### config.mk
export PLATFORM = sky130hd
export DESIGN_NAME = alu_issue_wb_stage
export DESIGN_NICKNAME = d
export VERILOG_FILES = /design/src/rtl/alu_issue_wb_stage.sv
export SDC_FILE = /design/constraint.sdc
export NUM_CORES = 1
export LEC_CHECK = 0
export ABC_CLOCK_PERIOD_IN_PS = 2900
export CAP_MARGIN = 25
export CELL_PAD_IN_SITES_DETAIL_PLACEMENT = 1
export CELL_PAD_IN_SITES_GLOBAL_PLACEMENT = 1
export CORE_MARGIN = 1.5
export CORE_UTILIZATION = 41
export CTS_CLUSTER_SIZE = 10
export DETAILED_ROUTE_END_ITERATION = 6
export PLACE_DENSITY = 0.81
export RECOVER_POWER = 50
export SKIP_CTS_REPAIR_TIMING = 1
export SKIP_LAST_GASP = 1
export SLEW_MARGIN = 5
export SYNTH_ARGS = -nofsm -noshare
export SYNTH_HDL_FRONTEND = slang
export SYNTH_SLANG_ARGS = --single-unit
### constraint.sdc
create_clock -name clk -period 2.9 [get_ports clk]
set_input_delay 0.87 -clock clk [delete_from_list [all_inputs] [get_ports clk]]
set_output_delay 0.87 -clock clk [all_outputs]
set_load 0.01 [all_outputs]
### src/rtl/alu_issue_wb_stage.sv
// Operand-fetch / writeback stage around an external 8-bit ALU: IDLE accepts and registers
// operands, EXEC captures the ALU result into the register file and flags. Option: ALU_ISSUE_IMM_EN.
module alu_issue_wb_stage #(
    parameter int NREGS = 4,
    parameter int AW    = 2
) (
    input  logic          clk,
    input  logic          rst,
`ifdef ALU_ISSUE_IMM_EN
    input  logic          in_use_imm,
    input  logic [7:0]    in_imm,
`endif
    input  logic          in_valid,
    output logic          in_ready,
    input  logic [3:0]    in_opcode,
    input  logic [AW-1:0] in_rd,
    input  logic [AW-1:0] in_rs1,
    input  logic [AW-1:0] in_rs2,
    input  logic          in_use_carry,
    output logic [7:0]    alu_x,
    output logic [7:0]    alu_y,
    output logic [3:0]    alu_opcode,
    output logic          alu_cin,
    input  logic [7:0]    alu_z,
    input  logic          alu_cout,
    input  logic          alu_xby,
    input  logic          alu_ybx,
    input  logic          alu_xey,
    output logic          wb_valid,
    output logic [AW-1:0] wb_rd,
    output logic [7:0]    wb_data,
    output logic          flag_c,
    output logic          flag_z,
    output logic          flag_gt,
    output logic          flag_lt,
    output logic          flag_eq,
    output logic          err,
    input  logic [AW-1:0] dbg_addr,
    output logic [7:0]    dbg_data
);

    typedef enum logic {IDLE, EXEC} state_t;

    state_t        state_q, state_d;
    logic [7:0]    regs_q [NREGS];
    logic [7:0]    regs_d [NREGS];
    logic [7:0]    alu_x_q, alu_x_d;
    logic [7:0]    alu_y_q, alu_y_d;
    logic [3:0]    alu_opcode_q, alu_opcode_d;
    logic          alu_cin_q, alu_cin_d;
    logic [AW-1:0] rd_q, rd_d;
    logic          wb_valid_q, wb_valid_d;
    logic [AW-1:0] wb_rd_q, wb_rd_d;
    logic [7:0]    wb_data_q, wb_data_d;
    logic          err_q, err_d;
    logic          flag_c_q, flag_c_d;
    logic          flag_z_q, flag_z_d;
    logic          flag_gt_q, flag_gt_d;
    logic          flag_lt_q, flag_lt_d;
    logic          flag_eq_q, flag_eq_d;
    logic [7:0]    operand_y;

    // Handshake: an instruction transfers on a rising edge where in_valid && in_ready;
    // in_ready is high only in IDLE, and the source must hold the instruction until then.
    always_comb begin
        operand_y = regs_q[in_rs2];
`ifdef ALU_ISSUE_IMM_EN
        if (in_use_imm) begin
            operand_y = in_imm;
        end
`endif
    end

    always_comb begin
        state_d      = state_q;
        regs_d       = regs_q;
        alu_x_d      = alu_x_q;
        alu_y_d      = alu_y_q;
        alu_opcode_d = alu_opcode_q;
        alu_cin_d    = alu_cin_q;
        rd_d         = rd_q;
        wb_valid_d   = 1'b0;
        wb_rd_d      = wb_rd_q;
        wb_data_d    = wb_data_q;
        err_d        = 1'b0;
        flag_c_d     = flag_c_q;
        flag_z_d     = flag_z_q;
        flag_gt_d    = flag_gt_q;
        flag_lt_d    = flag_lt_q;
        flag_eq_d    = flag_eq_q;

        case (state_q)
            IDLE: begin
                if (in_valid) begin
                    alu_x_d      = regs_q[in_rs1];
                    alu_y_d      = operand_y;
                    alu_opcode_d = in_opcode;
                    alu_cin_d    = in_use_carry & flag_c_q;
                    rd_d         = in_rd;
                    state_d      = EXEC;
                end
            end
            EXEC: begin
                if (alu_opcode_q <= 4'b1000) begin
                    regs_d[rd_q] = alu_z;
                    wb_valid_d   = 1'b1;
                    wb_rd_d      = rd_q;
                    wb_data_d    = alu_z;
                    flag_z_d     = (alu_z == 8'h00);
                    flag_gt_d    = alu_xby;
                    flag_lt_d    = alu_ybx;
                    flag_eq_d    = alu_xey;
                    // Only the add opcode produces a meaningful carry.
                    if (alu_opcode_q == 4'b0000) begin
                        flag_c_d = alu_cout;
                    end
                end else begin
                    err_d = 1'b1;
                end
                state_d = IDLE;
            end
            default: state_d = IDLE;
        endcase
    end

    always_ff @(posedge clk) begin
        if (rst) begin
            state_q      <= IDLE;
            for (int i = 0; i < NREGS; i++) begin
                regs_q[i] <= 8'h00;
            end
            alu_x_q      <= 8'h00;
            alu_y_q      <= 8'h00;
            alu_opcode_q <= 4'b0000;
            alu_cin_q    <= 1'b0;
            rd_q         <= '0;
            wb_valid_q   <= 1'b0;
            wb_rd_q      <= '0;
            wb_data_q    <= 8'h00;
            err_q        <= 1'b0;
            flag_c_q     <= 1'b0;
            flag_z_q     <= 1'b0;
            flag_gt_q    <= 1'b0;
            flag_lt_q    <= 1'b0;
            flag_eq_q    <= 1'b0;
        end else begin
            state_q      <= state_d;
            regs_q       <= regs_d;
            alu_x_q      <= alu_x_d;
            alu_y_q      <= alu_y_d;
            alu_opcode_q <= alu_opcode_d;
            alu_cin_q    <= alu_cin_d;
            rd_q         <= rd_d;
            wb_valid_q   <= wb_valid_d;
            wb_rd_q      <= wb_rd_d;
            wb_data_q    <= wb_data_d;
            err_q        <= err_d;
            flag_c_q     <= flag_c_d;
            flag_z_q     <= flag_z_d;
            flag_gt_q    <= flag_gt_d;
            flag_lt_q    <= flag_lt_d;
            flag_eq_q    <= flag_eq_d;
        end
    end

    assign in_ready   = (state_q == IDLE);
    assign alu_x      = alu_x_q;
    assign alu_y      = alu_y_q;
    assign alu_opcode = alu_opcode_q;
    assign alu_cin    = alu_cin_q;
    assign wb_valid   = wb_valid_q;
    assign wb_rd      = wb_rd_q;
    assign wb_data    = wb_data_q;
    assign err        = err_q;
    assign flag_c     = flag_c_q;
    assign flag_z     = flag_z_q;
    assign flag_gt    = flag_gt_q;
    assign flag_lt    = flag_lt_q;
    assign flag_eq    = flag_eq_q;
    assign dbg_data   = regs_q[dbg_addr];

endmodule
# Word level (Yosys, flattened, before mapping)
# Cells that the tools add are included.
dict set report classes {
  add_sub_neg 0
  n_mul 0
  n_div 0
  n_lt_le_gt_ge 6
  n_eq_ne 0
  shift 0
  muxes 16
  bitwise 6
  n_reduce_logical 7
}
# op n
set op_table {}
lappend op_table {{8-bit 2-to-1 mux} 7}
lappend op_table {{8-bit binary-select mux with 2-bit select} 3}
lappend op_table {{32-bit bitwise mux} 1}
lappend op_table {{8-bit demux with 2-bit select} 1}
lappend op_table {{3-bit greater-or-equal comparator (second input constant)} 4}
lappend op_table {{2-bit NOT with 3-bit output} 4}
lappend op_table {{8-bit zero test} 1}
lappend op_table {{4-bit less-or-equal comparator (second input constant)} 1}
lappend op_table {{4-bit zero test} 1}
lappend op_table {{2-bit AND reduction} 2}
lappend op_table {{3-bit by 1-bit less-than comparator with 1-bit output (second input constant)} 1}
lappend op_table {{1-bit 2-to-1 mux} 3}
lappend op_table {{3-bit AND reduction} 1}
lappend op_table {{1-bit one-hot mux with 2 select lines} 1}
lappend op_table {{2-bit OR reduction} 1}
lappend op_table {{1-bit bitwise AND} 1}
lappend op_table {{1-bit logical AND} 1}
lappend op_table {{1-bit NOT} 1}
dict set report totals {
  reg_bits 73
  latchBits 0
  mem_bits_rw 0
  rom_bits 0
  input_bits 28
  out_inout_bits 47
  wordCells 54
  n_memories 0
}

# Longest topological paths before layout
# Gate-level depths: netlist of the first run.
dict set report depth {
  word_depth 6
  mapped_depth 5
  mapped_depth_nobuf 3
}

# Worst setup path before layout of the first run
# Ideal clock, no wire load.
dict set report synth_timing {
  path_type {input-to-output}
  from {input port dbg_addr[0]}
  to {output port dbg_data[0]}
  t_arrival_ns 1.658
  required_time_ns 2.030
  setup_slack_ns 0.372
  path_stages 2
  path_buffers 1
  cell_sequence {buf_2 -> mux4_2}
}
dict set report synth_between {
  elab_chain_len 4
}
# element line
set synth_lines {}
lappend synth_lines {{start, declared} 38} ;# input logic [AW-1:0] dbg_addr,
lappend synth_lines {{2-bit NOT with 3-bit output (not written as such)} 180} ;# assign dbg_data = regs_q[dbg_addr];
lappend synth_lines {{8-bit binary-select mux with 2-bit select} 180}
lappend synth_lines {{8-bit 2-to-1 mux (not written as such) (2 in series)} 180}
lappend synth_lines {{end, declared} 39} ;# output logic [7:0] dbg_data
# No other way between the ends. The select of a mux whose other input is x is not followed.

# Final worst setup path of the first run
dict set report layout_timing {
  from {input port dbg_addr[0]}
  to {output port dbg_data[5]}
}
# Same word-level chain as after synthesis.

==> summary by stage, run 1 <==
STA
Based on the critical path, the design can be clocked at up to around 0.37 GHz. The count of final hold-check violations is 0. The worst max-slew margin expressed relative to the limit is between 7 and 8%. The smallest clock period supported by the final layout is computed as 2719 ps. The worst-case clock skew is ~7.0 ps. Setup repair after global routing left no endpoint under its margin. The worst hold slack across all endpoints is 457.6 ps. The setup total negative slack is 0 ps. Setup violations remaining at the end of the flow were counted as 0. In the finished design, the share of the clock period the worst path needs comes to around 94%.

The final max-slew violation count is 0. At the pin with the least slew margin, the transition time is roughly 1400 ps.

Yosys
Summing the areas of all xor and xnor instances in the mapped netlist gives 0% of the synthesized area. The distinct cell type count after synthesis is 24. The sequential element share of the synthesized area is a little over two fifths. The area fraction in compound gates after synthesis is between 8 and 9%. The synthesized design contains 73 register bits.

Summing the areas of all and, or, nand and nor instances in the mapped netlist gives 18.28% of the synthesized area. The dominant combinational cell family by area after synthesis is multiplexers. The per-instance average area after synthesis is 10.19 um2. The cell area that synthesis handed to floorplanning was around 0.0033 mm2. In the post-synthesis netlist, the biggest area contributors are dfxtp_1 44%, mux4_2 16%, mux2i_1 9.6%. The commonest register cell after synthesis is dfxtp_1. The number of nets in the synthesized netlist is roughly 360. The post-synthesis async set-or-reset flop share is 0%.

The post-synthesis instance total is between 300 and 400. Yosys instantiated no cell more often than dfxtp_1. The fraction of synthesized area in multiplexers is 25.83%. Counting instances in the post-synthesis netlist gives the leading cell types as 73 x dfxtp_1, 46 x nand2_1, 41 x nand2b_1, 38 x a21oi_1, 32 x mux2i_1.

The post-synthesis adder-cell area fraction is 0%. In this run the biggest area consumer among cell types represents a little over two fifths of the synthesized area. The number of synthesis warnings is 0. Summed over all instances, the cell type with the most area after synthesis is dfxtp_1. Counting flops with a built-in enable in the synthesized netlist gives 0.

Clock network
The post-CTS clock slew at the launch and capture registers of the worst setup and hold paths is about 80 ps. The root buffer cell chosen for the clock tree is clkbuf_8. The total number of H-tree levels is 3.

Clock tree synthesis inserted a total of 9 buffers. The tree built by TritonCTS fans out to between 70 and 80 sinks. The clock passes through at most 2 buffers. The later-pin clock latency in the skew report is roughly 350 ps. TritonCTS built the clock tree.

Power
The cell-internal power is approximately 1.6 mW. In this run, the clock network consumes 40.2% of the power. The ratio of total power to cell area is a little under 500 mW/mm2. The net switching power figure is about 540 uW. The leakage component of the power is about 1.8 nW.

The largest voltage drop on the vdd net is 0.2297 mV. The total power consumption of the routed design is between 2 and 2.5 mW. The portion of total power attributed to combinational logic is 11.6%. The sequential group share of total power is about half.

The net switching fraction of the power is about a quarter.

Global route
The first-pass GRT wire length is 15150 um. The total routing resource utilization after global routing is a little under a quarter. The overflow left after global routing is 0. Entering global routing, the biggest net connects 38 pins.

The number of antenna violations at the first check in global routing is 0. The via count of the first global-routing pass is roughly 2800.

Critical path
The kind of end point of the critical path is an output pin. The cell at the slowest stage of the critical path is mux4_2. The largest delay contributor family on the critical path is multiplexers.

Traced cell by cell, the critical path runs through dlymetal6s2s_1 > buf_6 > mux4_2 > dlymetal6s2s_1. In this design, the stage delay of the slowest critical-path cell is about 510 ps. STA puts the critical path data arrival time at 1850 ps. The category of the most critical setup path is input port to output pin. In this design, the critical path's most frequently occurring cell is dlymetal6s2s_1.

The critical path contains buffers and inverters numbering 3 combined. For the worst setup path, the data required time is roughly 2000 ps. The top fanout value on the critical path is 4. The type of element launching the critical path is an input port.

Floorplan
The effective utilization at floorplan is 42.69%. From left edge to right edge, the die measures 93.17 um. The height of the chip is 93.17 um.

75 I/O pins were placed. The overall die area is about 0.0087 mm2. In this run the core area contains 32 standard-cell rows. The placeable core region is around 0.0078 mm2.

Finish
The post-route cell area is about 0.0044 mm2. The area growth from synthesis to layout is 32.96%. The number of filler instances in the final layout is a little under 900. The final core utilization is between 50% and 60%. Across the whole layout, storage elements account for 0.001461 mm2.

Cells with a size suffix above 1 make up 13.58% of the layout. The footprint of the multi-input gates is about 0.0018 mm2. After the last flow step, the layout net total stands at 428.

The number of antenna diodes in the final layout is 0.

Place
The placer congestion estimate is roughly 0.82. The area after detailed placement is ~0.0042 mm2. After legalization and detailed placement, the total HPWL measured 6861 um. The number of I/O port buffers is 74.

Detailed routing
In this run the remaining antenna-violating nets after routing total 0. Dividing the detail-routed wire length by the instance count gives 19.02 um. The residual DRC count is 0. The detailed-routing iteration count for the pre-antenna-repair pass is 4. The total wirelength of the detailed-routed design is roughly 9600 um.

The detailed router's first-iteration violation count is approximately 140. The routed layout has 2790 vias. The via density per instance is between 5 and 6.

Job
Max-cap violations in this run came to 0.

Hold path
The worst hold path belongs to the class flip-flop to flip-flop.

Outcome
The run finished with clean final reports.
-- final timing paths --
path	start	endpoint	slack, ps	cells past startpoint
worst max-delay path	dbg_addr[0]	dbg_data[5]	180	4
worst max register to register	alu_opcode[0]$_SDFFE_PP0P_	regs_q[24]$_SDFFE_PP0P_	900	3
worst min-delay path	alu_cin$_SDFFE_PP0P_	alu_cin$_SDFFE_PP0P_	460	2
worst min register to register	alu_cin$_SDFFE_PP0P_	alu_cin$_SDFFE_PP0P_	460	2
-- registers in the layout (all words and copies together), names as in the netlist --
register    count
alu_y           8
flag_z          1
flag_eq         1
flag_c          1
flag_lt         1
regs_q         32
rd_q            2
alu_opcode      4
flag_gt         1
wb_data         8
alu_x           8
wb_rd           2
wb_valid        1
state_q         1
err             1
alu_cin         1
-- metrics by stage --
stage	std cells	setup slack, ps
after global routing	507	138.0
after floorplan	327	371.6
after detailed placement	491	-535.1
after global placement	491	-518.2
after CTS	507	-535.7
final	507	181.1
-- layout make-up --
class	instances	share of cell area (%)
well taps	102	2.880
multi-input cells	226	39.70
clock buffers	9	2.795
inverters	1	0.08470
clock inverters	7	2.146
flip-flops and latches	73	32.98
repair buffers	89	19.42
-- power groups by stage --
stage	Sequential (mW)	Clock (mW)	Combinational, mW
after floorplan	1.08	0	0.129
after global placement	1.07	0	0.249
after detailed placement	1.07	0	0.255
after CTS	1.05	0.896	0.257
after global routing	1.05	0.941	0.272
final	1.05	0.876	0.252
-- layer usage --
layer	GRT usage, %	up-vias	share of wire [%]
met3	4.472	13	5.3
met1	29.55	1385	42
met2	39.42	84	51
met5	0	-	0
met4	8.965	0	1.4
li1	-	1308	-
-- cell families (layout without fill, tap and decap cells) --
family | Yosys count | after routing
simple gates | 115 | 115
buf+inv | 28 | 106
mux | 56 | 56
compound gates | 55 | 55
flops | 73 | 73
-- tightest hold or removal path, stage by stage (launching register included) --
cell     delay (ps)
dfxtp_1         320
nand2_1          50
a21oi_1          50
-- layout by cell type (no fill, tap or decap) --
cell type,instances
o31ai_2,1
clkinvlp_4,1
dlygate4sd3_1,1
mux4_2,24
dfxtp_1,73
or3_1,1
clkinv_1,1
clkbuf_8,9
nand4b_1,3
o31ai_1,1
nand3_1,14
nand2b_1,41
nand4_2,1
buf_4,8
a21oi_1,38
nand4_1,1
clkbuf_1,5
nand2_1,46
buf_6,3
mux2i_1,32
nor2b_1,1
nor3_1,3
o31a_1,1
dlymetal6s2s_1,9
clkinv_2,2
clkbuf_2,1
o21ai_0,14
nor4_1,2
nor2_1,1
bufinv_16,2
clkdlybuf4s50_1,62
nor4_4,1
clkinv_4,2
Note: power is estimated with default switching activity, not from simulation.
==> run 2, diff against run 1 <==
--- a/config.mk
+++ b/config.mk
@@ -5,7 +5,7 @@
 export SDC_FILE = /design/constraint.sdc
 export NUM_CORES = 1
 export LEC_CHECK = 0
-export ABC_CLOCK_PERIOD_IN_PS = 2900
+export ABC_CLOCK_PERIOD_IN_PS = 3150
 export CAP_MARGIN = 25
 export CELL_PAD_IN_SITES_DETAIL_PLACEMENT = 1
 export CELL_PAD_IN_SITES_GLOBAL_PLACEMENT = 1
==> constraint.sdc (replaced) <==
create_clock -name clk -period 3.15 [get_ports clk]
set_input_delay 0.945 -clock clk [delete_from_list [all_inputs] [get_ports clk]]
set_output_delay 0.945 -clock clk [all_outputs]
set_load 0.01 [all_outputs]
==> summary by stage, run 2 (synthesis results as in run 1) <==
Global route
The routing usage on met3 is 3.577% (-0.89 points). The total routing resource utilization after global routing is 22.44% (-0.93 points). The number of antenna violations at the first check in global routing came to 0 (unchanged). The busiest metal layer after global routing is met2. The largest net degree at the start of global routing is 46 (+21%). The met2 demand-to-capacity share in global routing came to 36.92% (-2.5 points).

The via count of the first global-routing pass is 2754 (-2.9%). The first-pass GRT wire length is 14770 um (-2.5%). The overflow left after global routing came to 0 (unchanged).

The met1 track demand over resource in global routing is 29.67% (+0.12 points).

Detailed routing
The via density per instance was 5.437 (-1.2%). The detailed router's first-iteration violation count is 163 (+18%). The total wirelength of the detailed-routed design was 9430 um (-2.2%). The vias after detailed routing came to 2740 (-1.8%).

The detailed-routing iteration count for the pre-antenna-repair pass was 4 (unchanged). The average wire length per cell after detail routing is 18.71 um (-1.6%). The residual DRC count is 0 (unchanged).

The post-route antenna net violation count is 0 (unchanged).

Finish
The number of filler instances in the final layout is 862 (-0.58%). The final instance count without filler cells is 504 (-0.59%). The post-route cell area is 0.004398 mm2 (-0.76%).

The net count reported at finish is 425 (-0.70%). More flip-flops sit in one register than any other, and that register is regs_q. The total inserted antenna cells is 0 (unchanged).

The share of final-layout standard cells stronger than drive strength 1 is 13.68% (+0.10 points). The flip-flop count of the largest register after layout is 32 (unchanged). The library cell used most frequently in the layout, excluding fill and tap cells, is dfxtp_1.

The top cell types in the final layout, fill and taps aside, are 73 x dfxtp_1, 63 x clkdlybuf4s50_1, 46 x nand2_1, 41 x nand2b_1, 38 x a21oi_1. From synthesis to final layout, the design area changed by 31.94%.

STA
The time the worst path needs with I/O delays and setup is approximately 3000 ps. The final max-slew violation count is 0 (unchanged). The final number of setup-violating endpoints came to 0 (unchanged). The maximum operating frequency is 0.3334 GHz. The worst max-slew margin expressed relative to the limit was 3.047% (-4.5 points). The worst-case clock skew is 12.73 ps (+5.716 ps). The slack of the critical path was 150.6 ps (-30.56 ps). The slew of the pin with the lowest slew margin was 1454 ps (+67.15 ps). The worst path uses 95.22% of the clock period. Setup repair after global routing left no endpoint under its margin. The count of final hold-check violations is 0 (unchanged). The worst hold slack across all endpoints is 455.3 ps (-2.385 ps).

Place
The placer congestion estimate is 0.8430 (+2.7%). The number of I/O port buffers is 74 (unchanged). The worst-case setup slack after placement is -430.9 ps (+104.2 ps). The HPWL reported at the end of detailed placement is 6636 um (-3.3%). The area after detailed placement is 0.004190 mm2 (-0.24%). The number of placed cells counting well taps is 488 (-0.61%).

Job
The number of maximum-capacitance constraint violations is 0 (unchanged).

Critical path
The critical path ends at dbg_data[3]. The kind of end point of the critical path is an output pin. The data required time at the worst endpoint is 2200 ps (+170 ps). The endpoint arrival time on the critical path is 2050 ps (+200 ps).

The capturing point of the worst reg2reg path is regs_q[25]$_SDFFE_PP0P_. The worst register-to-register path begins at alu_opcode[1]$_SDFFE_PP0P_. The top fanout value on the critical path was 4 (unchanged). The critical path is of the input port to output pin type. The worst setup path is launched from an input port. The setup slack on the worst flop-to-flop path came to 1190 ps (+290 ps). The most critical setup path has its startpoint at dbg_addr[1]. The path depth of the worst reg2reg path is 3 (unchanged).

Power
The largest voltage drop on the vdd net is 0.2135 mV (-7.0%). The sequential group share of total power is 49.6% (+1.4 points). The cell-internal power came to 1.452 mW (-11%). The portion of total power attributed to combinational logic is 11.8% (+0.2 points).

The net switching power figure was 497.3 uW (-7.7%). The leakage component of the power is 1.748 nW (-1.4%). The net switching fraction of the power is 25.51% (+0.78 points). The relative contribution of the clock network to total power is 38.5% (-1.7 points). The ratio of total power to cell area came to 443.3 mW/mm2 (-9.9%).

Floorplan
The effective utilization at floorplan is 42.69% (unchanged). The height of the chip is 93.17 um (unchanged). The overall die area is 0.008680 mm2 (unchanged). The die span in x was 93.17 um (unchanged). The number of top-level design ports was 75 (unchanged). The placeable core region is 0.007807 mm2 (unchanged). The site row count is 32 (unchanged).

Clock network
TritonCTS built the clock tree. The CTS buffer count came to 9 (unchanged). The total number of H-tree levels is 3 (unchanged).

The TritonCTS sink count is 73 (unchanged). The clock root buffer is clkbuf_8. The later-pin clock latency in the skew report was 350 ps (about the same). The post-CTS clock slew at the launch and capture registers of the worst setup and hold paths came to 70 ps (about the same). The maximum clock path buffer count was 2 (unchanged).

Hold path
The tightest min-delay check is of the flip-flop to flip-flop type. The worst hold path begins at alu_x[7]$_SDFFE_PP0P_.

Outcome
The run finished with clean final reports.
-- run 2: worst min path at each step --
stage                              endpoint  slack (ps)  cells after the start
finish                alu_x[7]$_SDFFE_PP0P_         460                      2
global route          alu_x[7]$_SDFFE_PP0P_         480                      2
CTS                   alu_x[7]$_SDFFE_PP0P_         460                      2
detailed placement    alu_x[7]$_SDFFE_PP0P_         450                      2
global placement       alu_cin$_SDFFE_PP0P_         440                      2
floorplan           regs_q[24]$_SDFFE_PP0P_         470                      2
-- run 2: metrics by stage --
step           util [%]  total power [mW]  setup TNS [ps]
5_1_grt           56.33             2.024               0
2_1_floorplan         -             1.109               0
3_5_place_dp      53.67             1.222           -3021
6_report          56.33             1.950               0
4_1_cts           56.30             1.965           -3072
3_3_place_gp      53.67             1.216           -2997
-- run 2: area by class of cell --
type                            count  area, um2  area share (%)
Clock inverter                      6      67.56           1.536
Clock buffer                       10      137.6           3.129
Tap cell                          102      127.6           2.902
Inverter                            1      3.754         0.08535
Multi-Input combinational cell    226       1759           40.00
Timing Repair Buffer               86      840.8           19.12
Sequential cell                    73       1461           33.23
-- run 2: power groups by stage --
stage               registers [mW]  clock network (mW)  logic (mW)
global route                 0.971               0.805       0.247
CTS                          0.967               0.763       0.235
floorplan                    0.990                   0       0.119
finish                       0.968               0.751       0.231
global placement             0.987                   0       0.229
detailed placement           0.989                   0       0.233
-- run 2: critical path: stages --
cell             delay (ps)
clkdlybuf4s50_1         480
buf_4                   150
mux4_2                  300
dlymetal6s2s_1          190
-- run 2: layer usage --
metal / wire length (um) / up-vias
li1: - / 1302
met1: 4367 / 1367
met2: 4603 / 62
met3: 344 / 9
met4: 115 / 0
met5: 0 / -
